## src/rtl/imem_loader.sv

```systemverilog
// imem_loader: boot-time program loader for the RV32I core's instruction memory.
// Receives a UART byte stream framed as LEN_LO, LEN_HI, 4*N payload bytes
// (little-endian words), then an XOR checksum byte. Each completed word is written
// sequentially into instruction memory. The core is held in reset until a frame
// with a matching checksum has been loaded.
//
// Ports:
//   clk        - system clock, rising edge
//   Reset_n    - synchronous active-low reset
//   rx_valid   - one-cycle strobe qualifying rx_data
//   rx_data    - received byte
//   core_reset - active-high reset to the core, released after a verified load
//   WE_i_mem   - one-cycle instruction memory write pulse per word
//   WD_i_mem   - write data
//   A_i_mem    - word-aligned byte address of the write
//   busy       - transfer in progress
//   done       - image loaded and verified, core running
//   error      - last transfer failed
//
// state  | meaning
// -------+------------------------------------------------------------
// LEN_LO | idle, waiting for low byte of word count
// LEN_HI | waiting for high byte of word count
// DATA   | collecting payload bytes, writing one word per 4 bytes
// CHECK  | waiting for checksum byte
// RUN    | image verified, core released; input ignored until reset
// ERROR  | transfer failed; next byte restarts as LEN_LO
module imem_loader #(
  parameter int ADDR_W    = 10,
  parameter int MAX_WORDS = 256,
  parameter int TIMEOUT   = 1_000_000
) (
  input  logic              clk,
  input  logic              Reset_n,
  input  logic              rx_valid,
  input  logic [7:0]        rx_data,
  output logic              core_reset,
  output logic              WE_i_mem,
  output logic [31:0]       WD_i_mem,
  output logic [ADDR_W-1:0] A_i_mem,
  output logic              busy,
  output logic              done,
  output logic              error
);

  localparam int TW = $clog2(TIMEOUT + 1);
  localparam logic [TW-1:0] TMO_LAST = TW'(TIMEOUT - 1);
  localparam logic [15:0]   MAX_N    = 16'(MAX_WORDS);

  typedef enum logic [2:0] {
    S_LEN_LO,
    S_LEN_HI,
    S_DATA,
    S_CHECK,
    S_RUN,
    S_ERROR
  } state_t;

  state_t              state_q;
  logic [15:0]         len_q;
  logic [15:0]         word_cnt_q;
  logic [1:0]          byte_idx_q;
  logic [23:0]         word_q;
  logic [7:0]          chk_q;
  logic [ADDR_W-1:0]   addr_cnt_q;
  logic [TW-1:0]       tmo_q;
  logic                core_reset_q;
  logic                we_q;
  logic [31:0]         wd_q;
  logic [ADDR_W-1:0]   a_q;
  logic                busy_q;
  logic                done_q;
  logic                error_q;

  logic        timing;
  logic [15:0] n_word;

  // Timeout only runs while a frame is partially received.
  assign timing = (state_q == S_LEN_HI) || (state_q == S_DATA) || (state_q == S_CHECK);
  assign n_word = {rx_data, len_q[7:0]};

  always_ff @(posedge clk) begin
    if (!Reset_n) begin
      state_q      <= S_LEN_LO;
      len_q        <= '0;
      word_cnt_q   <= '0;
      byte_idx_q   <= '0;
      word_q       <= '0;
      chk_q        <= '0;
      addr_cnt_q   <= '0;
      tmo_q        <= '0;
      core_reset_q <= 1'b1;
      we_q         <= 1'b0;
      wd_q         <= '0;
      a_q          <= '0;
      busy_q       <= 1'b0;
      done_q       <= 1'b0;
      error_q      <= 1'b0;
    end else begin
      we_q <= 1'b0;
      if (timing && !rx_valid) begin
        // A byte on the expiry cycle takes the else branch and wins.
        if (tmo_q == TMO_LAST) begin
          tmo_q   <= '0;
          state_q <= S_ERROR;
          error_q <= 1'b1;
          busy_q  <= 1'b0;
        end else begin
          tmo_q <= tmo_q + 1'b1;
        end
      end else begin
        tmo_q <= '0;
        case (state_q)
          S_LEN_LO, S_ERROR: begin
            if (rx_valid) begin
              len_q[7:0] <= rx_data;
              busy_q     <= 1'b1;
              error_q    <= 1'b0;
              state_q    <= S_LEN_HI;
            end
          end
          S_LEN_HI: begin
            if (n_word == 16'd0 || n_word > MAX_N) begin
              state_q <= S_ERROR;
              error_q <= 1'b1;
              busy_q  <= 1'b0;
            end else begin
              len_q      <= n_word;
              byte_idx_q <= '0;
              word_cnt_q <= '0;
              addr_cnt_q <= '0;
              chk_q      <= '0;
              state_q    <= S_DATA;
            end
          end
          S_DATA: begin
            chk_q <= chk_q ^ rx_data;
            if (byte_idx_q == 2'd3) begin
              we_q       <= 1'b1;
              wd_q       <= {rx_data, word_q};
              a_q        <= addr_cnt_q;
              addr_cnt_q <= addr_cnt_q + ADDR_W'(4);
              word_cnt_q <= word_cnt_q + 16'd1;
              byte_idx_q <= '0;
              if (word_cnt_q == len_q - 16'd1) begin
                state_q <= S_CHECK;
              end
            end else begin
              case (byte_idx_q)
                2'd0:    word_q[7:0]   <= rx_data;
                2'd1:    word_q[15:8]  <= rx_data;
                default: word_q[23:16] <= rx_data;
              endcase
              byte_idx_q <= byte_idx_q + 2'd1;
            end
          end
          S_CHECK: begin
            if (rx_data == chk_q) begin
              state_q      <= S_RUN;
              core_reset_q <= 1'b0;
              done_q       <= 1'b1;
              busy_q       <= 1'b0;
            end else begin
              state_q <= S_ERROR;
              error_q <= 1'b1;
              busy_q  <= 1'b0;
            end
          end
          default: ;
        endcase
      end
    end
  end

  assign core_reset = core_reset_q;
  assign WE_i_mem   = we_q;
  assign WD_i_mem   = wd_q;
  assign A_i_mem    = a_q;
  assign busy       = busy_q;
  assign done       = done_q;
  assign error      = error_q;

endmodule

```

## config.mk

```make
export PLATFORM = sky130hd
export DESIGN_NAME = imem_loader
export DESIGN_NICKNAME = d
export VERILOG_FILES = /design/src/rtl/imem_loader.sv
export SDC_FILE = /design/constraint.sdc
export NUM_CORES = 1
export LEC_CHECK = 0
export ABC_AREA = 1
export CAP_MARGIN = 0
export CORE_ASPECT_RATIO = 0.75
export CORE_MARGIN = 3
export CORE_UTILIZATION = 35
export CTS_CLUSTER_SIZE = 28
export DETAILED_ROUTE_END_ITERATION = 10
export PLACE_DENSITY = 0.52
export SKIP_LAST_GASP = 1
export SLEW_MARGIN = 5
export SYNTH_ARGS = -nofsm -noshare
export SYNTH_HDL_FRONTEND = slang
export SYNTH_SLANG_ARGS = --single-unit
```

## constraint.sdc

```tcl
create_clock -name clk -period 4.1 [get_ports clk]
set_input_delay 0.41 -clock clk [delete_from_list [all_inputs] [get_ports clk]]
set_output_delay 0.41 -clock clk [all_outputs]
set_load 0.03 [all_outputs]
```

After elaboration in Yosys (flattened, before gate mapping)
Cells that the tools add are included.
{"block": "word_totals", "reg_bits": 146, "inputBits": 11, "out_inout_bits": 47, "wordCells": 109}
{"block": "op_classes", "n_addsub": 5, "order_cmp": 1, "n_eq_ne": 17, "mux": 33, "bitwise": 8, "n_reduce_logical": 27}
{"operator": "16-bit 2-to-1 mux", "count": 2}
{"operator": "16-bit one-hot mux with 2 select lines", "count": 1}
{"operator": "8-bit one-hot mux with 2 select lines", "count": 2}
{"operator": "4-bit AND reduction", "count": 6}
{"operator": "20-bit by 1-bit adder with 20-bit output, second input constant", "count": 1}
{"operator": "20-bit == test, second input constant", "count": 1}
{"operator": "10-bit 2-to-1 mux", "count": 2}
{"operator": "10-bit one-hot mux with 2 select lines", "count": 1}
{"operator": "3-bit 2-to-1 mux", "count": 6}
{"operator": "16-bit by 1-bit adder with 16-bit output, second input constant", "count": 1}
{"operator": "16-bit == test", "count": 1}
{"operator": "16-bit by 9-bit greater-than comparator with 1-bit output, second input constant", "count": 1}
{"operator": "16-bit zero test", "count": 1}
{"operator": "8-bit 2-to-1 mux", "count": 2}
{"operator": "16-bit by 1-bit subtractor with 16-bit output, second input constant", "count": 1}
{"operator": "3-bit one-hot mux with 4 select lines", "count": 1}
{"operator": "3-bit AND reduction", "count": 4}
{"operator": "1-bit 2-to-1 mux", "count": 11}
{"operator": "10-bit by 3-bit adder with 10-bit output, second input constant", "count": 1}
{"operator": "5-bit AND reduction", "count": 2}
{"operator": "3-bit by 1-bit inequality test with 1-bit output, second input constant", "count": 3}
{"operator": "8-bit == test", "count": 1}
{"operator": "8-bit bitwise XOR", "count": 1}
{"operator": "1-bit inverter", "count": 7}
{"operator": "22 further kinds", "count": 31}

Depth between registers and ports, before layout
Gate-level depths: netlist of the first run.
{"block": "depth", "depth_word": 6, "ltp_mapped": 17}

Worst setup path before layout of the first run
Ideal clock, no wire load.
{"block": "synth_timing", "path_type": "register to register", "start": "reg len_q[0]", "end": "reg state_q[2]", "setup_time_ns": 0.113, "t_arrival_ns": 1.581, "path_slack_ns": 2.406, "stages_incl_launch_ff": 14, "n_path_buf": 0, "period_less_slack_ns": 1.694, "cell_sequence": "dfxtp_1 > inv_1 > ha_1 > inv_1 > nor2_1 > or2_2 > a21oi_1 > nand2_1 > nor2_1 > nand2_1 > nand2_1 > nand2_2 > nor2_1 > nor2_1"}
{"block": "synth_between", "elab_chain_cells": 5, "elab_cells_between_ends": 10}
{"item": "start, declared", "line_no": "60", "source": "logic [15:0] len_q;"}
{"item": "start signal, assigned", "line_no": "116", "source": "len_q[7:0] <= rx_data;"}
{"item": "start signal, assigned", "line_no": "128", "source": "len_q <= n_word;"}
{"item": "branches (longest 5 deep; another with 16-bit by 1-bit subtractor with 16-bit output)"}
{"item": "end signal, assigned", "line_no": "105", "source": "state_q <= S_ERROR;"}
{"item": "end signal, assigned", "line_no": "119", "source": "state_q <= S_LEN_HI;"}
{"item": "end signal, assigned", "line_no": "124", "source": "state_q <= S_ERROR;"}
{"item": "end, declared", "line_no": "59", "source": "state_t state_q;"}
Parallel ways; which one is timed is not known.
A chain may end at the register's enable or synchronous reset.

Worst setup path in the final report of the first run
{"block": "layout_timing", "start": "reg state_q[1]", "end": "reg word_cnt_q[0]"}
{"block": "layout_between", "elab_chain_cells": 6, "elab_cells_between_ends": 12}
{"item": "start signal, assigned", "line_no": "84", "source": "state_q <= S_LEN_LO;"}
{"item": "start signal, assigned", "line_no": "105"}
{"item": "start signal, assigned", "line_no": "119"}
{"item": "3-bit by 1-bit == test with 1-bit output or 3-bit by 2-bit == test with 1-bit output (tied branches)", "line_no": "79, 113"}
{"item": "1-bit logical OR (2 in a row)", "line_no": "79", "source": "assign timing = (state_q == S_LEN_HI) || (state_q == S_DATA) || (state_q == S_CHECK);"}
{"item": "1-bit logical AND", "line_no": "101", "source": "if (timing && !rx_valid) begin"}
{"item": "1-bit inverter (no line)"}
{"item": "4-bit AND reduction (no line)"}
{"item": "end signal, assigned", "line_no": "143", "source": "word_cnt_q <= word_cnt_q + 16'd1;"}
{"item": "end, declared", "line_no": "61", "source": "logic [15:0] word_cnt_q;"}
Several ways; a longest one is shown, not always the timed one.

==> results by group, run 1 <==
STA
  • Pin slew with the least headroom to its limit: 0.816 ns
  • Worst-case headroom to the max-slew limit: between 40% and 50%
  • RSZ-0062 raised after global routing: false
  • Fin crit period: around 2.6 ns
  • Fmax achieved: 0.384 GHz
  • Final setup viols: 0
  • Final Hold Fails: 0
  • Pins Over Slew Limit: 0
  • Setup_tns: 0 ns
  • Worst Slack Setup Final: about 1.5 ns
  • Crit share post-route: a little under two thirds
  • Clock skew: ~0.011 ns

Critical path
  • Critical-path cell list: inv_2 > nor2_2 > nand2_2 > nor2_1 > inv_1 > nand3_4 > o21ai_0 > a21oi_1
  • Reg-to-reg slack, setup: about 1.5 ns
  • Max FO, Critical Path: 25
  • Setup crit end kind: register
  • Reg2Reg Capture Point: word_cnt_q[0]
  • Crit path DAT: around 2.9 ns
  • Startpoint types: register
  • Reg2Reg Launch Point: state_q[1]
  • Max incr delay on CP: around 0.63 ns
  • Worst reg-to-reg path cell count: 8
  • Family with the most delay on the worst path: simple AND/OR/NAND/NOR gates
  • Crit path buffers/inverters: 2
  • Crit path kind: reg -> reg
  • Slowest-stage cell, CP: inv_1
  • Critical Path RT: approximately 4.4 ns
  • CP Depth: 8

Clock tree
  • Clock transition at the registers of the reported paths: ~0.06 ns
  • Clock insertion delay at the later pin of the skew report: 0.42 ns
  • CTS Buf Count: 17
  • Sink Count: between 100 and 150
  • Post-CTS Resized: 0
  • TritonCTS clock tree: done
  • CTS Root Cell: clkbuf_16
  • Hold_buf cts: 0
  • CTS max path bufs: 2
  • H-Tree Depth: 4
  • Post-CTS setup buffers: 0

Synthesis
  • Synthesized area per cell: 7.38 um^2
  • Top cell type by total area after synthesis: dfxtp_1
  • Seq/Total Area, Yosys: a little over two fifths
  • Synth warnings: 0
  • Ranking of synthesized cells by area: dfxtp_1 42%, nor2_1 10%, nand2_1 7.8%
  • Cell count after synthesis: just over 900
  • Share of the synthesized area in the top cell type: a little over two fifths
  • Netlist Area Pre-Place: a little under 0.007 mm^2
  • Post-synthesis sequential element count: roughly 140
  • Cell variety after synth: 43

Status
  • Status: complete, no violations

Drt
  • Drt pass-1 iters: 5
  • Via Count: just under 6000
  • Routed len/inst: 13.7 um
  • Drt total wl: approximately 17000 um
  • Via density: 4.75
  • Post-DRT Antenna Nets: 0
  • Detailed-route DRC error count: 0
  • Initial drt markers: between 300 and 400

Floorplan
  • Row cnt: 43
  • Die Ht: 126 um
  • Initial Util: 36.1%
  • Die area: 0.0210 mm^2
  • Die width: 166 um
  • Ports: 58
  • Core area: roughly 0.019 mm^2

GRT
  • Antenna violations before repair: 0
  • Grt ovf: 0
  • Pin count of the biggest net entering global routing: 74
  • First-pass GRT wire length: 27900 um
  • Vias in the first global route: 5527
  • Tot GR Track Use: around 16%

Layout
  • Register area: around 0.0028 mm^2
  • Filler cell count: between 2000 and 2500
  • Final #Nets: 975
  • Area grow syn2layout: 19.3%
  • Share of post-route cells with drive strength above 1: around a tenth
  • Area occupied by multi-input gates: between 0.003 and 0.004 mm^2
  • Ant diodes: 0

Hold path
  • Worst hold start: core_reset
  • Hold path depth: 2
  • Worst Hold Class: reg -> reg
  • Hold Path Sink: core_reset

Place
  • Buffers on Ports: 55
  • RePlAce Congestion: 0.787
  • Pre-CTS setup slack: 1.36 ns
  • Hpwl dp: approximately 11000 um

Job
  • Max cap viols: 0

Power
  • Peak supply drop: approximately 0.37 mV
  • Static leakage: between 3 and 4 nW
  • PwrDens: around 530 mW/mm^2
  • Pwr Total: roughly 4.3 mW
-- area by class of cell --
cell class | instances | area share [%]
inverters | 69 | 3.21
repair buffers | 60 | 7.23
clock inverters | 15 | 2.47
multi-input cells | 665 | 42.7
clock buffers | 17 | 5.28
well taps | 247 | 3.83
flip-flops and latches | 142 | 35.3
-- cells in the final DEF (no fill, tap or decap), drive strengths merged, types with 2 or more instances in the layout --
cell / netlist / layout
nor2: 202 / 202
nand2: 151 / 151
dfxtp: 142 / 142
inv: 68 / 76
o21ai: 68 / 68
a21oi: 64 / 64
clkdlybuf4s50: 0 / 54
nand3: 37 / 37
xor2: 27 / 27
nand4: 27 / 27
xnor2: 25 / 25
clkbuf: 24 / 17
nor3: 15 / 15
nor4: 10 / 10
ha: 9 / 9
nand3b: 7 / 7
or2: 6 / 6
buf: 17 / 6
nor3b: 6 / 6
clkinv: 1 / 4
bufinv: 0 / 3
o211ai: 2 / 2
and3: 2 / 2
a22oi: 2 / 2
conb: 1 / 2
-- tightest hold or removal path, stage by stage (launching register included) --
cell and delay [ns]:
dfxtp_1 0.31, nand2_1 0.06, nand2_1 0.04
-- state kept, by name, indices dropped and copies added, names as in the netlist --
register    count
state_q         3
word_q         24
byte_idx_q      2
addr_cnt_q      8
core_reset      1
len_q          16
error           1
WD_i_mem       32
word_cnt_q     16
WE_i_mem        1
busy            1
A_i_mem         8
tmo_q          20
chk_q           8
done            1
-- metal layers --
metal  routed length (um)  vias to the layer above  GRT usage (%)
met5                    0                        -              0
met3                  452                        2           3.96
met4                   46                        0           3.64
met1                 9250                     2672           24.0
met2                 6920                       57           23.3
li1                     -                     3041              -
-- worst max-delay path by stage --
stage	start	end	slack, ns
after floorplan	len_q[0]	state_q[2]	2.41
after global placement	rx_data[1]	word_cnt_q[0]	1.39
after detailed placement	rx_data[1]	word_cnt_q[0]	1.36
after CTS	state_q[1]	word_cnt_q[0]	1.51
after global routing	state_q[1]	word_cnt_q[1]	1.29
final	state_q[1]	word_cnt_q[0]	1.49
-- synthesized netlist by cell type (all sizes together) --
master  instances
nor3b           6
conb            1
or2             6
a22oi           2
a311oi          1
nand4          27
inv            68
nor2          202
nor4           10
nand3          37
nand2         151
clkinv          1
dfxtp         142
xor2           27
o21a            1
xnor2          25
o211ai          2
a21oi          64
and3            2
ha              9
buf            17
a31o            1
clkbuf         24
o21ai          68
nor3           15
nand3b          7
-- cell families (layout without fill, tap and decap cells) --
family                     count (synthesis)  in the layout  synth area share (%)
and+or+nand+nor                          463            463                  31.7
other                                      1              2                0.0555
AOI/OAI and AO/OA                        139            139                  10.8
xor gates and xnor gates                  52             52                  6.74
buffers and inverters                    110            161                  7.00
adders and majority gates                  9              9                  1.67
DFF                                      142            142                  42.1
-- stage by stage --
step           cell area [um^2]  utilization, %  hold WS [ns]  std cells
2_1_floorplan              6760               -         0.429        917
3_3_place_gp               7440            39.7         0.433       1183
3_5_place_dp               7440            39.7         0.438       1183
4_1_cts                    8060            43.1         0.454       1215
5_1_grt                    8060            43.1         0.465       1215
6_report                   8060            43.1         0.449       1215
-- power by group --
part / internal, mW / switching [mW]
Clock: 0.980 / 0.664
Combinational: 0.335 / 0.812
Sequential: 1.46 / 0.0605
(Power assumes the default switching activity.)
==> run 2, diff against run 1 <==
Settings changed: PLACE_DENSITY 0.52 to 0.54.
Clock period 4.1 ns to 2.32 ns, I/O delays scaled along.
==> results by group, run 2 (same netlist as run 1, synthesis figures left out) <==
Critical path
  • Crit path kind: reg -> reg
  • Crit path DAT: 2.32 ns (-0.56 ns)
  • Reg-to-reg slack, setup: 0.35 ns (-1.14 ns)
  • Startpoint types: register
  • Max FO, Critical Path: 4 (-84%)
  • Critical Path RT: 2.68 ns (-1.70 ns)
  • Setup crit end kind: register

STA
  • Setup_tns: 0 ns (unchanged)
  • Fmax achieved: 0.508 GHz (+32%)
  • Clock skew: 0.00971 ns (-0.00111 ns)
  • Fin crit period: 1.97 ns (-0.638 ns)
  • Final setup viols: 0 (unchanged)
  • Worst-case headroom to the max-slew limit: 52.3% (+6.7 points)
  • Final Hold Fails: 0 (unchanged)
  • Pin slew with the least headroom to its limit: 0.715 ns (-0.101 ns)
  • Crit share post-route: 84.8% (+21 points)
  • RSZ-0062 raised after global routing: false
  • Pins Over Slew Limit: 0 (unchanged)

Drt
  • Drt total wl: 17100 um (+2.5%)
  • Detailed-route DRC error count: 0 (unchanged)
  • Initial drt markers: 371 (-4.9%)
  • Via Count: 5927 (+2.7%)
  • Via density: 4.80 (+0.94%)
  • Post-DRT Antenna Nets: 0 (unchanged)
  • Drt pass-1 iters: 4 (-1)
  • Routed len/inst: 13.8 um (+0.75%)

Floorplan
  • Row cnt: 43 (unchanged)
  • Die Ht: 126 um (unchanged)
  • Ports: 58 (unchanged)
  • Initial Util: 36.1% (unchanged)
  • Core area: 0.0187 mm^2 (unchanged)
  • Die width: 166 um (unchanged)
  • Die area: 0.0210 mm^2 (unchanged)

GRT
  • Tot GR Track Use: 16.2% (+0.20 points)
  • Grt ovf: 0 (unchanged)
  • First-pass GRT wire length: 28200 um (+0.91%)
  • Antenna violations before repair: 0 (unchanged)
  • Pin count of the biggest net entering global routing: 52 (-30%)
  • Vias in the first global route: 5560 (+0.60%)

Power
  • Pwr Total: 7.76 mW (+80%)
  • Peak supply drop: 0.431 mV (+17%)
  • Static leakage: 3.23 nW (+3.5%)
  • PwrDens: 942 mW/mm^2 (+76%)

Layout
  • Fin area: 0.00825 mm^2 (+2.3%)
  • Max reg flops: 32 (unchanged)
  • Most common cell after layout, fill and taps aside: nor2_1
  • Most frequent cells in the layout: 184 x nor2_1, 142 x dfxtp_1, 140 x nand2_1
  • Share of post-route cells with drive strength above 1: 11.4% (+1.9 points)
  • Ant diodes: 0 (unchanged)
  • Area grow syn2layout: 22.0%
  • Final #Nets: 996 (+2.2%)

Clock tree
  • CTS Root Cell: clkbuf_16
  • Hold_buf cts: 0 (unchanged)
  • TritonCTS clock tree: done
  • Clock insertion delay at the later pin of the skew report: 0.42 ns (about the same)
  • Post-CTS Resized: 0 (unchanged)
  • CTS max path bufs: 2 (unchanged)
  • Clock transition at the registers of the reported paths: 0.06 ns (about the same)
  • CTS Buf Count: 17 (unchanged)
  • Sink Count: 142 (unchanged)
  • Post-CTS setup buffers: 0 (unchanged)
  • H-Tree Depth: 4 (unchanged)

Place
  • Buffers on Ports: 55 (unchanged)
  • RePlAce Congestion: 0.820 (+4.2%)
  • Hpwl dp: 11700 um (+2.5%)
  • Area after DPL: 0.00762 mm^2 (+2.5%)

Status
  • Status: complete, no violations

Hold path
  • Worst Hold Class: in -> reg

Job
  • Max cap viols: 0 (unchanged)
## run 2: metrics by stage
stage                     instances  hold WS, ns  worst slack (ns)  utilization (%)
after floorplan                 917        0.367             0.626                -
after global placement         1204        0.440            0.0646             40.7
after detailed placement       1204        0.444             0.163             40.7
after CTS                      1236        0.276             0.353             44.0
after global routing           1236        0.296            0.0686             44.0
final                          1236        0.301             0.352             44.0
## run 2: worst paths after layout
check	startpoint	end	depth (start not counted)
hold reg to reg	len_q[15]	len_q[15]	2
setup / recovery	len_q[0]	state_q[2]	16
hold / removal	Reset_n	core_reset	3
setup reg to reg	len_q[0]	state_q[2]	16
## run 2: layout make-up
class                      count  area (um^2)
inverter                      69          259
fill                        1967        10500
tap                          247          309
clock inverter                15          199
multi-input combinational    665         3440
sequential                   142         2840
clock buffer                  17          425
timing repair buffer          81          766
## run 2: layer usage
layer	track usage, %	wire length, um	vias up
met5	0	0	-
met4	3.35	90	0
met3	4.11	662	5
met2	23.6	6950	93
met1	24.4	9390	2732
li1	-	-	3097
## run 2: worst max-delay path, stage by stage (launching register included)
cell and delay [ns]:
dfxtp_1 0.32, inv_1 0.13, ha_1 0.25, nand2_2 0.12
nor2_2 0.17, nand3b_1 0.10, nand2_1 0.07, inv_1 0.03
nor2_1 0.11, nand2_1 0.07, nor2_1 0.11, nand2_1 0.09
nand2_1 0.08, nand2_2 0.08, nand2_1 0.07, nand2_1 0.04
nor2_1 0.08
## run 2: report_power, final
group / internal, mW / total [mW] / leakage (nW) / switching (mW)
combinational: 0.721 / 2.18 / 1.78 / 1.46
clock: 1.73 / 2.90 / 0.302 / 1.16
sequential: 2.58 / 2.69 / 1.15 / 0.110
total: 5.03 / 7.76 / 3.23 / 2.73
==> run 3, diff against run 2 <==
Settings changed: PLACE_DENSITY 0.54 to 0.52.
Clock period 2.32 ns to 2 ns, I/O delays scaled along.
==> results by group, run 3 (same netlist as run 1, synthesis figures left out) <==
Drt
  • Detailed-route DRC error count: 0 (unchanged)
  • Via Count: 5913 (-0.24%)
  • Routed len/inst: 14.0 um (+1.1%)
  • Initial drt markers: 404 (+8.9%)
  • Drt total wl: 17600 um (+3.0%)
  • Post-DRT Antenna Nets: 0 (unchanged)
  • Via density: 4.70 (-2.1%)
  • Drt pass-1 iters: 5 (+1)

Layout
  • Area grow syn2layout: 27.1%
  • Filler cell count: 1907 (-3.1%)
  • Ant diodes: 0 (unchanged)
  • Share of post-route cells with drive strength above 1: 15.2% (+3.8 points)
  • Max reg flops: 32 (unchanged)
  • Final #Nets: 1019 (+2.3%)
  • Most frequent cells in the layout: 179 x nor2_1, 139 x dfxtp_1, 139 x nand2_1
  • Most common cell after layout, fill and taps aside: nor2_1
  • Post-layout util: 45.9% (+1.8 points)

Critical path
  • Crit path kind: reg -> reg
  • Startpoint types: register
  • Critical Path RT: 2.31 ns (-0.37 ns)
  • Worst reg-to-reg path cell count: 13 (-3)
  • Max FO, Critical Path: 5 (+1)
  • Reg-to-reg slack, setup: 0.09 ns (-0.26 ns)
  • Crit path DAT: 2.22 ns (-0.10 ns)
  • Reg2Reg Launch Point: len_q[0]
  • Reg2Reg Capture Point: addr_cnt_q[2]
  • Setup crit end kind: register

GRT
  • Vias in the first global route: 5574 (+0.25%)
  • Tot GR Track Use: 16.7% (+0.47 points)
  • Antenna violations before repair: 0 (unchanged)
  • First-pass GRT wire length: 28800 um (+2.3%)
  • Pin count of the biggest net entering global routing: 54 (+3.8%)
  • Grt ovf: 0 (unchanged)

Place
  • RePlAce Congestion: 0.799 (-2.6%)
  • Hpwl dp: 11900 um (+1.4%)
  • Buffers on Ports: 55 (unchanged)

STA
  • Clock skew: 0.0103 ns (+0.000603 ns)
  • RSZ-0062 raised after global routing: true
  • Fin crit period: 1.91 ns (-0.0583 ns)
  • Fmax achieved: 0.524 GHz (+3.1%)
  • Final setup viols: 0 (unchanged)
  • Crit share post-route: 95.5% (+11 points)
  • Pins Over Slew Limit: 0 (unchanged)
  • Worst-case headroom to the max-slew limit: 50.5% (-1.7 points)
  • Setup_tns: 0 ns (unchanged)
  • Pin slew with the least headroom to its limit: 0.741 ns (+0.0262 ns)
  • Final Hold Fails: 0 (unchanged)

Floorplan
  • Ports: 58 (unchanged)
  • Die width: 166 um (unchanged)
  • Core area: 0.0187 mm^2 (unchanged)
  • Die area: 0.0210 mm^2 (unchanged)
  • Die Ht: 126 um (unchanged)
  • Row cnt: 43 (unchanged)
  • Initial Util: 36.1% (unchanged)

Hold path
  • Hold Path Sink: core_reset
  • Worst Hold Class: in -> reg
  • Hold path depth: 3 (unchanged)
  • Worst hold start: Reset_n

Clock tree
  • CTS Root Cell: clkbuf_16
  • Clock transition at the registers of the reported paths: 0.07 ns (about the same)
  • Sink Count: 142 (unchanged)
  • CTS max path bufs: 2 (unchanged)
  • Clock insertion delay at the later pin of the skew report: 0.43 ns (about the same)
  • TritonCTS clock tree: done
  • H-Tree Depth: 4 (unchanged)
  • Hold_buf cts: 0 (unchanged)
  • CTS Buf Count: 17 (unchanged)

Status
  • Status: complete, no violations

Power
  • PwrDens: 1100 mW/mm^2 (+17%)
  • Static leakage: 3.40 nW (+5.3%)
  • Peak supply drop: 0.828 mV (+92%)

Job
  • Max cap viols: 0 (unchanged)
run 3: worst max-delay path: stages, from the launching register on:
cell	delay [ns]
dfxtp_2	0.34
inv_4	0.07
buf_4	0.10
ha_1	0.13
nand2_1	0.08
nor2_4	0.14
o211ai_1	0.11
a21oi_2	0.16
inv_2	0.06
nand2_4	0.12
nand3_4	0.16
buf_4	0.18
a21oi_2	0.10
nor2_1	0.04
run 3: how the worst max path moves through the flow:
stage | slack (ns) | startpoint | to | cells after the start
5_1_grt | -0.04 | len_q[3] | state_q[2] | 14
2_1_floorplan | 0.31 | len_q[0] | state_q[2] | 13
4_1_cts | 0.04 | len_q[0] | state_q[2] | 15
3_3_place_gp | -0.08 | rx_data[1] | addr_cnt_q[2] | 11
6_report | 0.09 | len_q[0] | addr_cnt_q[2] | 13
3_5_place_dp | -0.15 | rx_data[1] | addr_cnt_q[2] | 11
run 3: final cells by class:
type	count	area, um^2	area share (%)
Timing Repair Buffer	103	1010	11.7
Tap cell	247	309	3.60
Sequential cell	142	2850	33.2
Multi-Input combinational cell	666	3550	41.4
Inverter	69	262	3.05
Clock inverter	14	169	1.97
Clock buffer	18	439	5.12
run 3: timing repair:
action	4_1_cts	5_1_grt
endpoints found under the setup margin	0	12
hold endpoints to repair	0	0
setup buffers	0	3
resized for setup	0	29
run 3: per-stage QoR:
| step | power, mW | std cells | worst slack (ns) | hold slack [ns] | area [um^2] |
|---|---|---|---|---|---|
| 2_1_floorplan | 5.06 | 917 | 0.306 | 0.335 | 6760 |
| 3_3_place_gp | 5.88 | 1222 | -0.0783 | 0.451 | 7790 |
| 3_5_place_dp | 5.88 | 1222 | -0.154 | 0.445 | 7790 |
| 4_1_cts | 9.20 | 1254 | 0.0365 | 0.191 | 8400 |
| 5_1_grt | 9.99 | 1259 | -0.0353 | 0.199 | 8580 |
| 6_report | 9.43 | 1259 | 0.0903 | 0.202 | 8580 |
run 3: routing by layer:
metal	vias up	track usage, %	share of wire (%)
li1	3137	-	-
met1	2668	25.9	56
met2	102	23.2	40
met3	6	4.36	4.0
met4	0	3.49	0.53
met5	-	0	0
run 3: where the power goes:
group | total (mW) | internal (mW) | switching (mW)
registers | 3.13 | 3.00 | 0.139
logic | 2.99 | 1.17 | 1.82
clock network | 3.31 | 1.92 | 1.39
